==> src/rtl/jk_bank_seq_pkg.sv <==
// Shared definitions for the JK bank command sequencer.
// Optional build macro: JK_BANK_SEQ_SYNC_SET_EN (SET through the bank's sync set).
package jk_bank_seq_pkg;

    localparam int OP_W = 3;

    localparam logic [OP_W-1:0] OP_NOP    = 3'd0;
    localparam logic [OP_W-1:0] OP_CLEAR  = 3'd1;
    localparam logic [OP_W-1:0] OP_SET    = 3'd2;
    localparam logic [OP_W-1:0] OP_TOGGLE = 3'd3;
    localparam logic [OP_W-1:0] OP_LOAD   = 3'd4;
    localparam logic [OP_W-1:0] OP_CNT_UP = 3'd5;
    localparam logic [OP_W-1:0] OP_CNT_DN = 3'd6;
    localparam logic [OP_W-1:0] OP_SHL    = 3'd7;

    typedef enum logic [1:0] {
        ST_IDLE = 2'd0,
        ST_RUN  = 2'd1,
        ST_DONE = 2'd2
    } state_t;

    // Opcodes whose step count comes from the command; the rest run once.
    function automatic logic op_repeats(input logic [OP_W-1:0] op);
        return (op == OP_TOGGLE) || (op == OP_CNT_UP) ||
               (op == OP_CNT_DN) || (op == OP_SHL);
    endfunction

endpackage

==> src/rtl/jk_bank_drive.sv <==
// Combinational j/k (and sync-set request) generation for one step of a bank op.
// Optional build macro: JK_BANK_SEQ_SYNC_SET_EN (SET requests the bank's sync set).
module jk_bank_drive
    import jk_bank_seq_pkg::*;
#(
    parameter int WIDTH = 4
) (
    input  logic [OP_W-1:0]  op,
    input  logic [WIDTH-1:0] arg,
    input  logic [WIDTH-1:0] q_vec,
    output logic [WIDTH-1:0] j_vec,
    output logic [WIDTH-1:0] k_vec,
    output logic             setlow_req
);

    localparam logic [WIDTH-1:0] ONE = WIDTH'(1);

    // Bits that flip on +1 / -1 are exactly the counter toggle masks.
    logic [WIDTH-1:0] up_mask;
    logic [WIDTH-1:0] dn_mask;
    logic [WIDTH-1:0] shl_d;

    assign up_mask = q_vec ^ (q_vec + ONE);
    assign dn_mask = q_vec ^ (q_vec - ONE);
    assign shl_d   = {q_vec[WIDTH-2:0], arg[0]};

    genvar gi;
    generate
        for (gi = 0; gi < WIDTH; gi++) begin : g_bit
            logic j_bit;
            logic k_bit;

            // Per-bit j/k selection for the captured opcode.
            always_comb begin
                j_bit = 1'b0;
                k_bit = 1'b0;
                case (op)
                    OP_CLEAR: k_bit = 1'b1;
                    OP_SET: begin
`ifdef JK_BANK_SEQ_SYNC_SET_EN
                        // Bank is forced high by setlow; hold j/k idle.
                        j_bit = 1'b0;
`else
                        j_bit = 1'b1;
`endif
                    end
                    OP_TOGGLE: begin
                        j_bit = 1'b1;
                        k_bit = 1'b1;
                    end
                    OP_LOAD: begin
                        j_bit = arg[gi];
                        k_bit = ~arg[gi];
                    end
                    OP_CNT_UP: begin
                        j_bit = up_mask[gi];
                        k_bit = up_mask[gi];
                    end
                    OP_CNT_DN: begin
                        j_bit = dn_mask[gi];
                        k_bit = dn_mask[gi];
                    end
                    OP_SHL: begin
                        j_bit = shl_d[gi];
                        k_bit = ~shl_d[gi];
                    end
                    default: ;
                endcase
            end

            assign j_vec[gi] = j_bit;
            assign k_vec[gi] = k_bit;
        end
    endgenerate

`ifdef JK_BANK_SEQ_SYNC_SET_EN
    assign setlow_req = (op == OP_SET);
`else
    assign setlow_req = 1'b0;
`endif

endmodule

==> src/rtl/jk_bank_seq.sv <==
// Command sequencer for an external bank of JK cells: handshake, FSM, step counter.
// Optional build macro: JK_BANK_SEQ_SYNC_SET_EN (SET uses the bank's sync active-low set).
module jk_bank_seq
    import jk_bank_seq_pkg::*;
#(
    parameter int WIDTH  = 4,
    parameter int STEP_W = 8
) (
    input  logic              clk,
    input  logic              rst,
    input  logic              cmd_valid,
    output logic              cmd_ready,
    input  logic [OP_W-1:0]   cmd_op,
    input  logic [WIDTH-1:0]  cmd_arg,
    input  logic [STEP_W-1:0] cmd_steps,
    input  logic [WIDTH-1:0]  q_vec,
    output logic [WIDTH-1:0]  j_vec,
    output logic [WIDTH-1:0]  k_vec,
    output logic              setlow,
    output logic              busy,
    output logic              done
);

    state_t            state_reg;
    logic [OP_W-1:0]   op_reg;
    logic [WIDTH-1:0]  arg_reg;
    logic [STEP_W-1:0] remaining_reg;

    logic [STEP_W-1:0] steps_init;
    logic              run;
    logic [WIDTH-1:0]  drv_j;
    logic [WIDTH-1:0]  drv_k;
    logic              drv_setlow_req;

    assign steps_init = op_repeats(cmd_op) ? cmd_steps : STEP_W'(1);
    assign run        = (state_reg == ST_RUN);

    jk_bank_drive #(
        .WIDTH (WIDTH)
    ) u_drive (
        .op         (op_reg),
        .arg        (arg_reg),
        .q_vec      (q_vec),
        .j_vec      (drv_j),
        .k_vec      (drv_k),
        .setlow_req (drv_setlow_req)
    );

    // The bank holds whenever no step is being executed.
    assign j_vec  = run ? drv_j : '0;
    assign k_vec  = run ? drv_k : '0;
    assign setlow = ~(run & drv_setlow_req);

    // Command FSM: capture in IDLE, step in RUN, one-cycle done pulse in DONE.
    always_ff @(posedge clk or posedge rst) begin
        if (rst) begin
            state_reg     <= ST_IDLE;
            op_reg        <= OP_NOP;
            arg_reg       <= '0;
            remaining_reg <= '0;
            cmd_ready     <= 1'b1;
            busy          <= 1'b0;
            done          <= 1'b0;
        end else begin
            case (state_reg)
                ST_IDLE: begin
                    if (cmd_valid && cmd_ready) begin
                        op_reg        <= cmd_op;
                        arg_reg       <= cmd_arg;
                        remaining_reg <= steps_init;
                        cmd_ready     <= 1'b0;
                        if ((cmd_op == OP_NOP) || (steps_init == '0)) begin
                            state_reg <= ST_DONE;
                            done      <= 1'b1;
                        end else begin
                            state_reg <= ST_RUN;
                            busy      <= 1'b1;
                        end
                    end
                end
                ST_RUN: begin
                    remaining_reg <= remaining_reg - STEP_W'(1);
                    if (remaining_reg == STEP_W'(1)) begin
                        state_reg <= ST_DONE;
                        busy      <= 1'b0;
                        done      <= 1'b1;
                    end
                end
                ST_DONE: begin
                    state_reg <= ST_IDLE;
                    done      <= 1'b0;
                    cmd_ready <= 1'b1;
                end
                default: begin
                    state_reg <= ST_IDLE;
                    busy      <= 1'b0;
                    done      <= 1'b0;
                    cmd_ready <= 1'b1;
                end
            endcase
        end
    end

endmodule

==> config.mk <==
export PLATFORM = sky130hd
export DESIGN_NAME = jk_bank_seq
export DESIGN_NICKNAME = d
export VERILOG_FILES = /design/src/rtl/jk_bank_seq_pkg.sv /design/src/rtl/jk_bank_drive.sv /design/src/rtl/jk_bank_seq.sv
export SDC_FILE = /design/constraint.sdc
export NUM_CORES = 1
export LEC_CHECK = 0
export BUFFER_PORTS_ARGS = -buffer_cell sky130_fd_sc_hd__buf_2
export CAP_MARGIN = 5
export CORE_MARGIN = 2
export CORE_UTILIZATION = 40
export DETAILED_ROUTE_END_ITERATION = 8
export GPL_TIMING_DRIVEN = 1
export REMOVE_ABC_BUFFERS = 1
export SLEW_MARGIN = 15
export SYNTH_ARGS = -nofsm -noshare
export SYNTH_HDL_FRONTEND = slang
export SYNTH_SLANG_ARGS = --single-unit
==> constraint.sdc <==
create_clock -name clk -period 3.3 [get_ports clk]
set_clock_uncertainty 0.1 [all_clocks]
set_input_delay 0.66 -clock clk [delete_from_list [all_inputs] [get_ports clk]]
set_output_delay 0.66 -clock clk [all_outputs]
set_load 0.005 [all_outputs]
Word-level counts from Yosys, hierarchy flattened
Index checks and enable logic that the tools add are counted.
- flip-flop bits (word level): 20
- input port bits: 22
- output and inout port bits: 12
- word-level logic and storage cells: 84
- add/subtract/negate cells: 3
- equality and inequality tests: 18
- muxes and demuxes: 27
- bitwise logic cells: 11
- reductions and logical operators: 18
- operators with widths (cell ; count):
    1-bit one-hot mux with 5 select lines ; 6
    3-bit equality test (second input constant) ; 7
    8-bit two-way mux ; 2
    8-bit one-hot mux with 2 select lines ; 1
    3-bit by 2-bit equality test with 1-bit output (second input constant) ; 3
    1-bit inverter ; 9
    8-bit by 1-bit equality test with 1-bit output (second input constant) ; 1
    8-bit logical NOT ; 1
    4-bit two-way mux ; 2
    1-bit one-hot mux with 4 select lines ; 2
    2-bit AND reduction ; 4
    8-bit by 1-bit subtractor with 8-bit output (second input constant) ; 1
    4-bit bitwise XOR ; 2
    1-bit two-way mux ; 7
    2-bit two-way mux ; 3
    2-bit inequality test (second input constant) ; 3
    2-bit OR reduction ; 3
    4-bit by 1-bit adder with 4-bit output (second input constant) ; 1
    1-bit logical OR ; 4
    1-bit one-hot mux with 2 select lines ; 2
    2-bit one-hot mux with 2 select lines ; 1
    4-bit AND reduction ; 1
    4-bit by 1-bit subtractor with 4-bit output (second input constant) ; 1
    3-bit by 1-bit equality test with 1-bit output (second input constant) ; 1
    other kinds (9) ; 9

Depth between registers and ports, before layout
Gate-level depths: netlist of run 1.
- word-level depth: 10
- mapped depth: 7
- depth with buffers taken out: 6

Modules after synthesis
From an unflattened synthesis of run 1, not the netlist that was laid out.
- cell total of the unflattened synthesis: 182
- area, all modules: 1560.2 µm²
- by module, submodules not included (module ; instances ; cells an instance ; area each (µm²) ; sequential area each (µm²)):
    jk_bank_seq ; 1 ; 123 ; 1162.4 ; 501.7
    jk_bank_drive ; 1 ; 59 ; 397.9 ; 0.0

Least setup slack after synthesis of run 1
Ideal clock, no wire load.
- kind: input -> output
- start point: in q_vec[1]
- end point: out k_vec[1]
- arrival: 1.882 ns
- required time: 2.540 ns
- setup slack: 0.658 ns
- stages on the path: 6
- path buffers: 1
- cells stage by stage: clkbuf_1 -> inv_1 -> ha_1 -> xnor2_1 -> a311o_1 -> a21oi_1
- word-level cells in the longest chain between the ends: 4
- elaborated cells between the ends (all ways): 6
- those cells by class: add/sub: 2; mux: 2; bitwise: 2
- ends and longest elaborated chain (item ; RTL line ; source):
    start: declaration ; jk_bank_seq.sv:16 ; input logic [WIDTH-1:0] q_vec,
    4-bit by 1-bit subtractor with 4-bit output / 4-bit by 1-bit adder with 4-bit output (equally long branches) ; jk_bank_drive.sv:24, jk_bank_drive.sv:23 ;
    4-bit bitwise XOR, on equally long branches ; jk_bank_drive.sv:24, jk_bank_drive.sv:23 ;
    1-bit one-hot mux with 5 select lines * ; jk_bank_drive.sv:37 ; case (op)
    4-bit two-way mux * ; jk_bank_seq.sv:51 ; assign k_vec = run ? drv_k : '0;
    end: declaration ; jk_bank_seq.sv:18 ; output logic [WIDTH-1:0] k_vec,
Every way passes the cells marked *; elsewhere a longest branch is shown, timed or not.

Worst setup path after layout of run 1
Ends and elaborated chain as after synthesis.

==> summary.md, run 1 <==
| Metric | Value |
|---|---|
| Die W | `62.71 um` |
| # IOs | `34` |
| Buf/Inv on CP | `3` |
| Cell depth of the worst setup path | `7` |
| CP delay by family, top | `compound AO/OA/AOI/OAI gates` |
| Final ANT Viol Nets | `0` |
| CP Cell Sequence | `buf_2 -> inv_1 -> ha_1 -> xnor2_1 -> a311o_1 -> a21oi_1 -> buf_2` |
| I/O Buffers | `31` |
| Final setup violation count | `0` |
| Worst slew pin tran | `0.7609 ns` |
| Detailed Place HPWL | `2518 um` |
| Proportion of netlist area held by the largest area contributor | `0.3448` |
| Number of flip-flops in the largest register | `8` |
| Layout Area Growth over Synthesis | `15.24%` |
| TNS Setup | `0 ns` |
| Tot Pwr | `0.0006337 W` |
| EDFF count, synth | `0` |
| Core area | `0.003311 sq mm` |
| Antenna Cells | `0` |
| Ratio of cells with drive above 1 in the final layout | `0.2216` |
| Setup Buffers After CTS | `0` |
| Met3 Use GR | `0.01441` |
| Largest net degree at the start of global routing | `24` |
| Sequential fraction of the synthesis area | `0.3639` |
| WS Path Type | `in -> out` |
| Max cap viols | `0` |
| Achievable clock frequency | `361.8 MHz` |
| Post-CTS resize count | `0` |
| Initial Util | `0.4165` |
| CP Capture Type | `primary output` |
| Req. time, crit path | `2.54 ns` |
| Netlist cell types | `51` |
| CTS tree | `yes` |
| Vias per inst | `5.542` |
| Cell count of the worst reg-to-reg path | `4` |
| Worst path slowest cell | `a311o_1` |
| Mapped Avg Cell Area | `8.207 sq um` |
| # hold bufs at CTS | `0` |
| Mapped Cells | `168` |
| DR iter-0 viols | `96` |
| Ys Warns | `0` |
| Die Span Y | `62.71 um` |
| Drt pass-1 iters | `4` |
| Final Hold Fails | `0` |
| First-pass GRT wire length | `5582 um` |
| Outcome | `finished, final reports clean` |
| Synth cell count leaders | `32 x nand2_1, 19 x dfrtp_1, 13 x a21oi_1` |
| Rows | `21` |
| Share of synthesized registers carrying an async set or reset | `1.000` |
| Most used cell, CP | `buf_2` |
| Root Driver | `clkbuf_4` |
| Slew margin rel. | `0.4922` |
| HP Class | `in -> async` |
| Pwr Density | `398.8 mW/mm^2` |
| Vias in the first global route | `1207` |
| Synthesized cell area | `0.001379 sq mm` |
| Unrepaired setup endpoints after global routing | `no` |
| Commonest register cell after synthesis | `dfrtp_1` |
| Vias | `1330` |
| Most frequent cell after synthesis | `nand2_1` |
| Largest stage delay, worst path | `0.36 ns` |
| Max Slew Vio Count | `0` |
| Overall routed net length | `3343 um` |
| Crit share post-route | `0.8376` |
| Minimum clock period | `2.764 ns` |
| Arrival time worst endpoint | `2.00 ns` |
| Util after Layout | `0.4800` |
| GRT Total Usage | `0.1760` |
| Routed WL per cell | `13.93 um` |
| Clock-pin slew on the worst setup and hold paths | `0.12 ns` |
| H-tree level count | `1` |
| Peak VDD IR | `0.0002179 V` |
| Number of CTS-inserted buffers | `3` |
| Initial antenna violation count | `0` |
| Yosys reg bits | `20` |
| Post-route DRC | `0` |
| P_leak | `0.7184 nW` |
| Die Area | `0.003933 sq mm` |
| Met1 Use GR | `0.2201` |
| Met2 Track Usage GR | `0.3172` |
| Grt peak-use layer | `met2` |
| CTS sink count | `20` |
| Synth area leaders | `dfrtp_1 34%, nand2_1 8.7%, a21oi_1 4.7%, ha_1 3.6%, nor2_1 3.3%` |
| Gpl congestion | `0.8920` |
| Nets | `221` |
| Congestion Overflow GR | `0` |
| Clk_lat worst skew | `0.30 ns` |
| Post-synth top area cell | `dfrtp_1` |
| Clock buffer depth | `2` |
| Maximum fanout along the worst path | `8` |
| Startpoint types | `input pin` |
-- cells by family after synthesis --
kind of cell               count (synthesis)  share of synthesized area
and+or+nand+nor                           79                     0.3149
AOI/OAI and AO/OA                         44                     0.2078
DFF                                       20                     0.3639
buffers and inverters                     16                    0.04719
adders and majority gates                  5                    0.04356
xor gates and xnor gates                   2                    0.01271
other                                      1                   0.002720
muxes                                      1                   0.007260
-- layout make-up --
cell class / instances / area, sq um
fill: 342 / 1722
inverter: 7 / 26.28
sequential: 20 / 501.7
tap: 46 / 57.56
timing repair buffer: 31 / 155.1
multi-input combinational: 132 / 812.0
clock buffer: 4 / 36.28
-- layout by cell type, fill, tap and decap left out, types with 3 or more instances in the layout --
master / count
nor4_1: 4
buf_2: 31
o21ai_0: 8
ha_1: 4
dfrtp_1: 19
nand3_1: 5
nand2b_1: 3
a21oi_1: 13
clkbuf_4: 3
nor2b_1: 3
o211ai_1: 4
inv_1: 7
nand2_1: 32
nor2_1: 12
a31oi_1: 3
-- worst reg2reg max path, cell delays in order (launching register included) --
cell	delay, ns
dfrtp_1	0.50
nand2b_2	0.28
or4_4	0.47
o311ai_1	0.26
o211ai_1	0.12
-- path summary, 6_finish.rpt --
check	slack [ns]	from	endpoint
hold reg to reg	0.39	arg_reg[1]$_DFFE_PP0P_	arg_reg[1]$_DFFE_PP0P_
setup / recovery	0.54	q_vec[1]	k_vec[1]
setup reg to reg	1.44	state_reg[1]$_DFFE_PP0P_	remaining_reg[5]$_DFFE_PP0P_
max in group asynchronous	2.25	rst	remaining_reg[1]$_DFFE_PP0P_
min in group clk	0.39	arg_reg[1]$_DFFE_PP0P_	arg_reg[1]$_DFFE_PP0P_
hold / removal	0.37	rst	done$_DFFE_PP0P_
-- metal layers --
metal	wire length (um)	vias up
li1	-	657
met1	1386	634
met2	1763	35
met3	148	4
met4	44	0
met5	0	-
-- where the power goes --
part           total (W)  internal [W]  switching (W)  leakage [nW]
combinational   0.000174     0.0000821      0.0000920         0.449
clock           0.000146     0.0000672      0.0000785        0.0210
sequential      0.000314      0.000271      0.0000425         0.248
total           0.000634      0.000421       0.000213         0.718
-- stage by stage --
step           hold WS [ns]  area (sq um)  std cells  worst slack (ns)
2_1_floorplan        0.3379          1340        159            0.9031
3_3_place_gp         0.3627          1553        236            0.6044
3_5_place_dp         0.3677          1553        236            0.5544
4_1_cts              0.3962          1589        240            0.5518
5_1_grt              0.4159          1589        240            0.4363
6_report             0.3685          1589        240            0.5359
Note: power is estimated with default switching activity, not from simulation.
==> inputs of run 2 (changes only) <==
- clock period: 3.3 -> 2.7 ns (I/O delays scaled with it)
==> summary.md, run 2 (same netlist as run 1, synthesis figures left out) <==
| Metric | Value |
|---|---|
| H-tree level count | `1 (unchanged)` |
| Clock buffer depth | `2 (unchanged)` |
| Final setup violation count | `0 (unchanged)` |
| Slew margin rel. | `0.4943 (+0.002148)` |
| Gpl congestion | `0.9233 (+3.5%)` |
| Initial Util | `0.4165 (unchanged)` |
| Startpoint types | `input pin` |
| Final ANT Viol Nets | `0 (unchanged)` |
| # hold bufs at CTS | `0 (unchanged)` |
| # IOs | `34 (unchanged)` |
| Worst path slowest cell | `a311o_1` |
| Core area | `0.003311 sq mm (unchanged)` |
| Root Driver | `clkbuf_4` |
| WS Path Type | `in -> out` |
| Pwr Density | `485.5 mW/mm^2 (+22%)` |
| Util after Layout | `0.4872 (+0.007180)` |
| Arrival time worst endpoint | `1.84 ns (-0.16 ns)` |
| Commonest non-fill, non-tap cells in the layout | `32 x nand2_1, 31 x buf_2, 18 x dfrtp_1, 13 x a21oi_1, 12 x nor2_1` |
| Most used cell, CP | `buf_2` |
| Commonest non-fill, non-tap cell in the layout | `nand2_1` |
| Routed WL per cell | `13.28 um (-4.7%)` |
| Layout Area Growth over Synthesis | `16.97%` |
| Vias in the first global route | `1177 (-2.5%)` |
| Ratio of cells with drive above 1 in the final layout | `0.2386 (+0.01693)` |
| Nets | `224 (+1.4%)` |
| Antenna Cells | `0 (unchanged)` |
| Minimum clock period | `2.483 ns` |
| Vias per inst | `5.428 (-2.1%)` |
| Number of CTS-inserted buffers | `3 (unchanged)` |
| FF-to-FF setup slack | `0.86 ns (-0.58 ns)` |
| Overall routed net length | `3227 um (-3.5%)` |
| Worst slew pin tran | `0.7577 ns (-0.003218 ns)` |
| P_leak | `0.7318 nW (+1.9%)` |
| Max Slew Vio Count | `0 (unchanged)` |
| HP Class | `in -> async` |
| I/O Buffers | `31 (unchanged)` |
| Hold Slack | `0.2411 ns (-0.1274 ns)` |
| Vias | `1319 (-0.83%)` |
| DR iter-0 viols | `102 (+6.3%)` |
| Cell count of the worst reg-to-reg path | `4 (unchanged)` |
| Congestion Overflow GR | `0 (unchanged)` |
| Die Span Y | `62.71 um (unchanged)` |
| Largest net degree at the start of global routing | `24 (unchanged)` |
| Number of flip-flops in the largest register | `8 (unchanged)` |
| Max cap viols | `0 (unchanged)` |
| Tot Pwr | `0.0007830 W (+24%)` |
| Unrepaired setup endpoints after global routing | `no` |
| Drt pass-1 iters | `4 (unchanged)` |
| CTS sink count | `20 (unchanged)` |
| Largest stage delay, worst path | `0.35 ns (about the same)` |
| CP Cell Sequence | `buf_2 -> inv_1 -> ha_1 -> xnor2_1 -> a311o_1 -> a21oi_1 -> buf_2` |
| Achievable clock frequency | `402.8 MHz` |
| CP Capture Type | `primary output` |
| Post-route DRC | `0 (unchanged)` |
| TNS Setup | `0 ns (unchanged)` |
| Detailed Place HPWL | `2398 um (-4.8%)` |
| Maximum fanout along the worst path | `8 (unchanged)` |
| CTS tree | `yes` |
| RR Endpoint | `remaining_reg[5]$_DFFE_PP0P_` |
| Clk_lat worst skew | `0.31 ns (about the same)` |
| Final Hold Fails | `0 (unchanged)` |
| CP delay by family, top | `compound AO/OA/AOI/OAI gates` |
| Clock-pin slew on the worst setup and hold paths | `0.12 ns (about the same)` |
| Outcome | `finished, final reports clean` |
| Req. time, crit path | `2.06 ns (-0.48 ns)` |
| Initial antenna violation count | `0 (unchanged)` |
| Die W | `62.71 um (unchanged)` |
| First-pass GRT wire length | `5382 um (-3.6%)` |
| Die Area | `0.003933 sq mm (unchanged)` |
| GRT Total Usage | `0.1706 (-0.005425)` |
| Peak VDD IR | `0.0002706 V (+24%)` |
| Crit share post-route | `0.9195` |
| Rows | `21 (unchanged)` |
| Critical R2R Launch | `state_reg[1]$_DFFE_PP0P_` |
| Buf/Inv on CP | `3 (unchanged)` |
[run 2: cell types whose count changed in the layout (fill, tap and decap cells not counted), sizes merged]
cell,previous run,this run
buf,31,34
[run 2: per-stage QoR]
step	area, sq um	worst slack (ns)	cells
global route	1613	0.1249	243
CTS	1612	0.09114	243
finish	1613	0.2174	243
floorplan	1340	0.5431	159
global placement	1575	0.2470	239
detailed placement	1575	0.2174	239
[run 2: timing repair]
action                     in CTS  in global routing
resized for setup               0                  1
setup endpoints to repair       0                  2
setup buffers                   0                  0
[run 2: worst max path at each step]
stage / startpoint / end / slack [ns] / depth (start not counted)
final: q_vec[1] / k_vec[1] / 0.22 / 7
after global routing: q_vec[1] / k_vec[1] / 0.12 / 7
after CTS: op_reg[0]$_DFFE_PP0P_ / k_vec[3] / 0.09 / 5
after detailed placement: q_vec[1] / k_vec[1] / 0.22 / 7
after global placement: q_vec[1] / k_vec[1] / 0.25 / 7
after floorplan: q_vec[0] / k_vec[1] / 0.54 / 5
[run 2: layout make-up]
cell class	instances	area, sq um
tap	46	57.56
fill	360	1698
clock buffer	4	36.28
sequential	20	503.0
timing repair buffer	34	177.7
inverter	7	26.28
multi-input combinational	132	812.0
[run 2: where the power goes]
group / switching, W / internal [W]
Combinational: 0.000120 / 0.000106
Clock: 0.000101 / 0.0000824
Sequential: 0.0000427 / 0.000332
Total: 0.000263 / 0.000520
[run 2: metal layers]
layer | share of wire | vias to the layer above | global-route usage
met2 | 0.50 | 34 | 0.3011
met4 | 0.0096 | 0 | 0.05000
met1 | 0.44 | 609 | 0.2156
li1 | - | 672 | -
met5 | 0 | - | 0
met3 | 0.049 | 4 | 0.02523
==> inputs of run 3 (changes only) <==
- PLACE_DENSITY: not set -> 0.62
==> summary.md, run 3 (same netlist as run 1, synthesis figures left out) <==
| Metric | Value |
|---|---|
| Outcome | `finished, final reports clean` |
| Top Metal Used | `met4` |
| P_leak | `0.7343 nW (+0.33%)` |
| P_int | `0.0005192 W (-0.16%)` |
| Pwr Density | `479.5 mW/mm^2 (-1.2%)` |
| Arrival time worst endpoint | `1.86 ns (+0.02 ns)` |
| Switch Pwr | `0.0002548 W (-3.1%)` |
| CTS tree | `yes` |
| FF-to-FF setup slack | `0.84 ns (-0.02 ns)` |
| I/O Buffers | `31 (unchanged)` |
| Overall routed net length | `3200 um (-0.84%)` |
| Cell count of the worst reg-to-reg path | `4 (unchanged)` |
| Gpl congestion | `0.8503 (-7.9%)` |
| Die W | `62.71 um (unchanged)` |
| Achievable clock frequency | `400.1 MHz (-0.68%)` |
| Congestion Overflow GR | `0 (unchanged)` |
| Crit share post-route | `0.9258 (+0.006290)` |
| Maximum fanout along the worst path | `8 (unchanged)` |
| Setup Buffers After CTS | `0 (unchanged)` |
| Number of flip-flops in the largest register | `8 (unchanged)` |
| Layout Area Growth over Synthesis | `17.06% (about the same)` |
| DR iter-0 viols | `119 (+17%)` |
| CTS sink count | `20 (unchanged)` |
| Commonest non-fill, non-tap cells in the layout | `32 x nand2_1, 31 x buf_2, 19 x dfrtp_1, 13 x a21oi_1, 12 x nor2_1` |
| Post-route DRC | `0 (unchanged)` |
| Antenna Cells | `0 (unchanged)` |
| Root Driver | `clkbuf_4` |
| RR Endpoint | `remaining_reg[5]$_DFFE_PP0P_` |
| Critical R2R Launch | `state_reg[1]$_DFFE_PP0P_` |
| Clk_lat worst skew | `0.30 ns (about the same)` |
| Req. time, crit path | `2.06 ns (about the same)` |
| Initial Util | `0.4165 (unchanged)` |
| Switching Fraction | `0.3292 (-0.006744)` |
| Max Slew Vio Count | `0 (unchanged)` |
| WS Path Type | `in -> out` |
| Die Area | `0.003933 sq mm (unchanged)` |
| Core area | `0.003311 sq mm (unchanged)` |
| Metal2 WL | `1554 um (-4.0%)` |
| Startpoint types | `input pin` |
| Detailed Place HPWL | `2433 um (+1.5%)` |
| TNS Setup | `0 ns (unchanged)` |
| Drt pass-1 iters | `4 (unchanged)` |
| Met3 routed WL | `148 um (-6.9%)` |
| Minimum clock period | `2.500 ns (+0.01698 ns)` |
| Clock power share | `0.226 (-0.008)` |
| Nets | `224 (unchanged)` |
| Routed WL per cell | `13.17 um (-0.84%)` |
| Worst slew pin tran | `0.7647 ns (+0.006996 ns)` |
| Vias in the first global route | `1212 (+3.0%)` |
| H-tree level count | `1 (unchanged)` |
| Vias | `1307 (-0.91%)` |
| Met1 wire length | `1454 um (+2.5%)` |
| First-pass GRT wire length | `5492 um (+2.0%)` |
| Final ANT Viol Nets | `0 (unchanged)` |
| GRT Total Usage | `0.1747 (+0.004092)` |
| Final setup violation count | `0 (unchanged)` |
| CP Capture Type | `primary output` |
| HP Class | `in -> async` |
| Power share of the combinational group | `0.296 (+0.008)` |
| Clock-pin slew on the worst setup and hold paths | `0.11 ns (about the same)` |
| Die Span Y | `62.71 um (unchanged)` |
| Commonest non-fill, non-tap cell in the layout | `nand2_1` |
| Fraction of power consumed by sequential logic | `0.478 (about the same)` |
| Peak VDD IR | `0.0002391 V (-12%)` |
| Slew margin rel. | `0.4896 (-0.004670)` |
| Unrepaired setup endpoints after global routing | `no` |
| Rows | `21 (unchanged)` |
| Clock buffer depth | `2 (unchanged)` |
| Largest net degree at the start of global routing | `21 (-13%)` |
| Number of CTS-inserted buffers | `3 (unchanged)` |
| Final Hold Fails | `0 (unchanged)` |
| Util after Layout | `0.4875 (about the same)` |
| Max cap viols | `0 (unchanged)` |
| Ratio of cells with drive above 1 in the final layout | `0.2386 (unchanged)` |
| # IOs | `34 (unchanged)` |
| Initial antenna violation count | `0 (unchanged)` |
| Vias per inst | `5.379 (-0.91%)` |
-- run 3: cell counts in the layout (fill, tap and decap cells not counted) --
No cell type changed its count.
-- run 3: critical path, stage by stage --
cell and delay [ns]:
buf_2 0.17, inv_1 0.06, ha_1 0.31, xnor2_1 0.16
a311o_1 0.36, a21oi_1 0.13, buf_2 0.13
-- run 3: routing by layer --
metal  global-route usage  vias up
li1                     -      662
met3              0.02883        4
met4              0.05833        0
met1               0.2117      602
met5                    0        -
met2               0.3132       39
-- run 3: final cells by class --
| cell class | instances | area [sq um] |
|---|---|---|
| Clock buffer | 4 | 36.28 |
| Inverter | 7 | 26.28 |
| Timing Repair Buffer | 34 | 177.7 |
| Tap cell | 46 | 57.56 |
| Multi-Input combinational cell | 132 | 814.5 |
| Sequential cell | 20 | 501.7 |
| Fill cell | 335 | 1697 |
-- run 3: power groups by stage --
stage | Combinational [W] | Sequential, W | Clock (W)
2_1_floorplan | 0.000147 | 0.000376 | 0
3_3_place_gp | 0.000223 | 0.000375 | 0
3_5_place_dp | 0.000230 | 0.000375 | 0
4_1_cts | 0.000230 | 0.000369 | 0.000178
5_1_grt | 0.000259 | 0.000377 | 0.000193
6_report | 0.000229 | 0.000370 | 0.000175
-- run 3: timing repair --
| item | 4_1_cts | 5_1_grt |
|---|---|---|
| gates resized for setup | 0 | 1 |
| hold buffers | 0 | 0 |
| endpoints found under the setup margin | 0 | 4 |
-- run 3: worst max path at each step --
| stage | startpoint | endpoint | slack, ns | cells past startpoint |
|---|---|---|---|---|
| floorplan | q_vec[0] | k_vec[1] | 0.54 | 5 |
| global placement | q_vec[1] | k_vec[1] | 0.25 | 7 |
| detailed placement | q_vec[0] | k_vec[1] | 0.21 | 7 |
| CTS | state_reg[0]$_DFFE_PP0P_ | k_vec[0] | 0.12 | 4 |
| global route | q_vec[0] | k_vec[1] | 0.10 | 7 |
| finish | q_vec[1] | k_vec[1] | 0.20 | 7 |
-- run 3: per-stage QoR --
step | instances | hold WS (ns) | worst slack, ns | power (W) | area, sq um
after floorplan | 159 | 0.3379 | 0.5431 | 0.0005224 | 1340
after global placement | 239 | 0.3635 | 0.2526 | 0.0005972 | 1575
after detailed placement | 239 | 0.3630 | 0.2095 | 0.0006041 | 1575
after CTS | 243 | 0.2798 | 0.1250 | 0.0007769 | 1612
after global routing | 243 | 0.3124 | 0.1035 | 0.0008286 | 1614
final | 243 | 0.2556 | 0.2005 | 0.0007739 | 1614
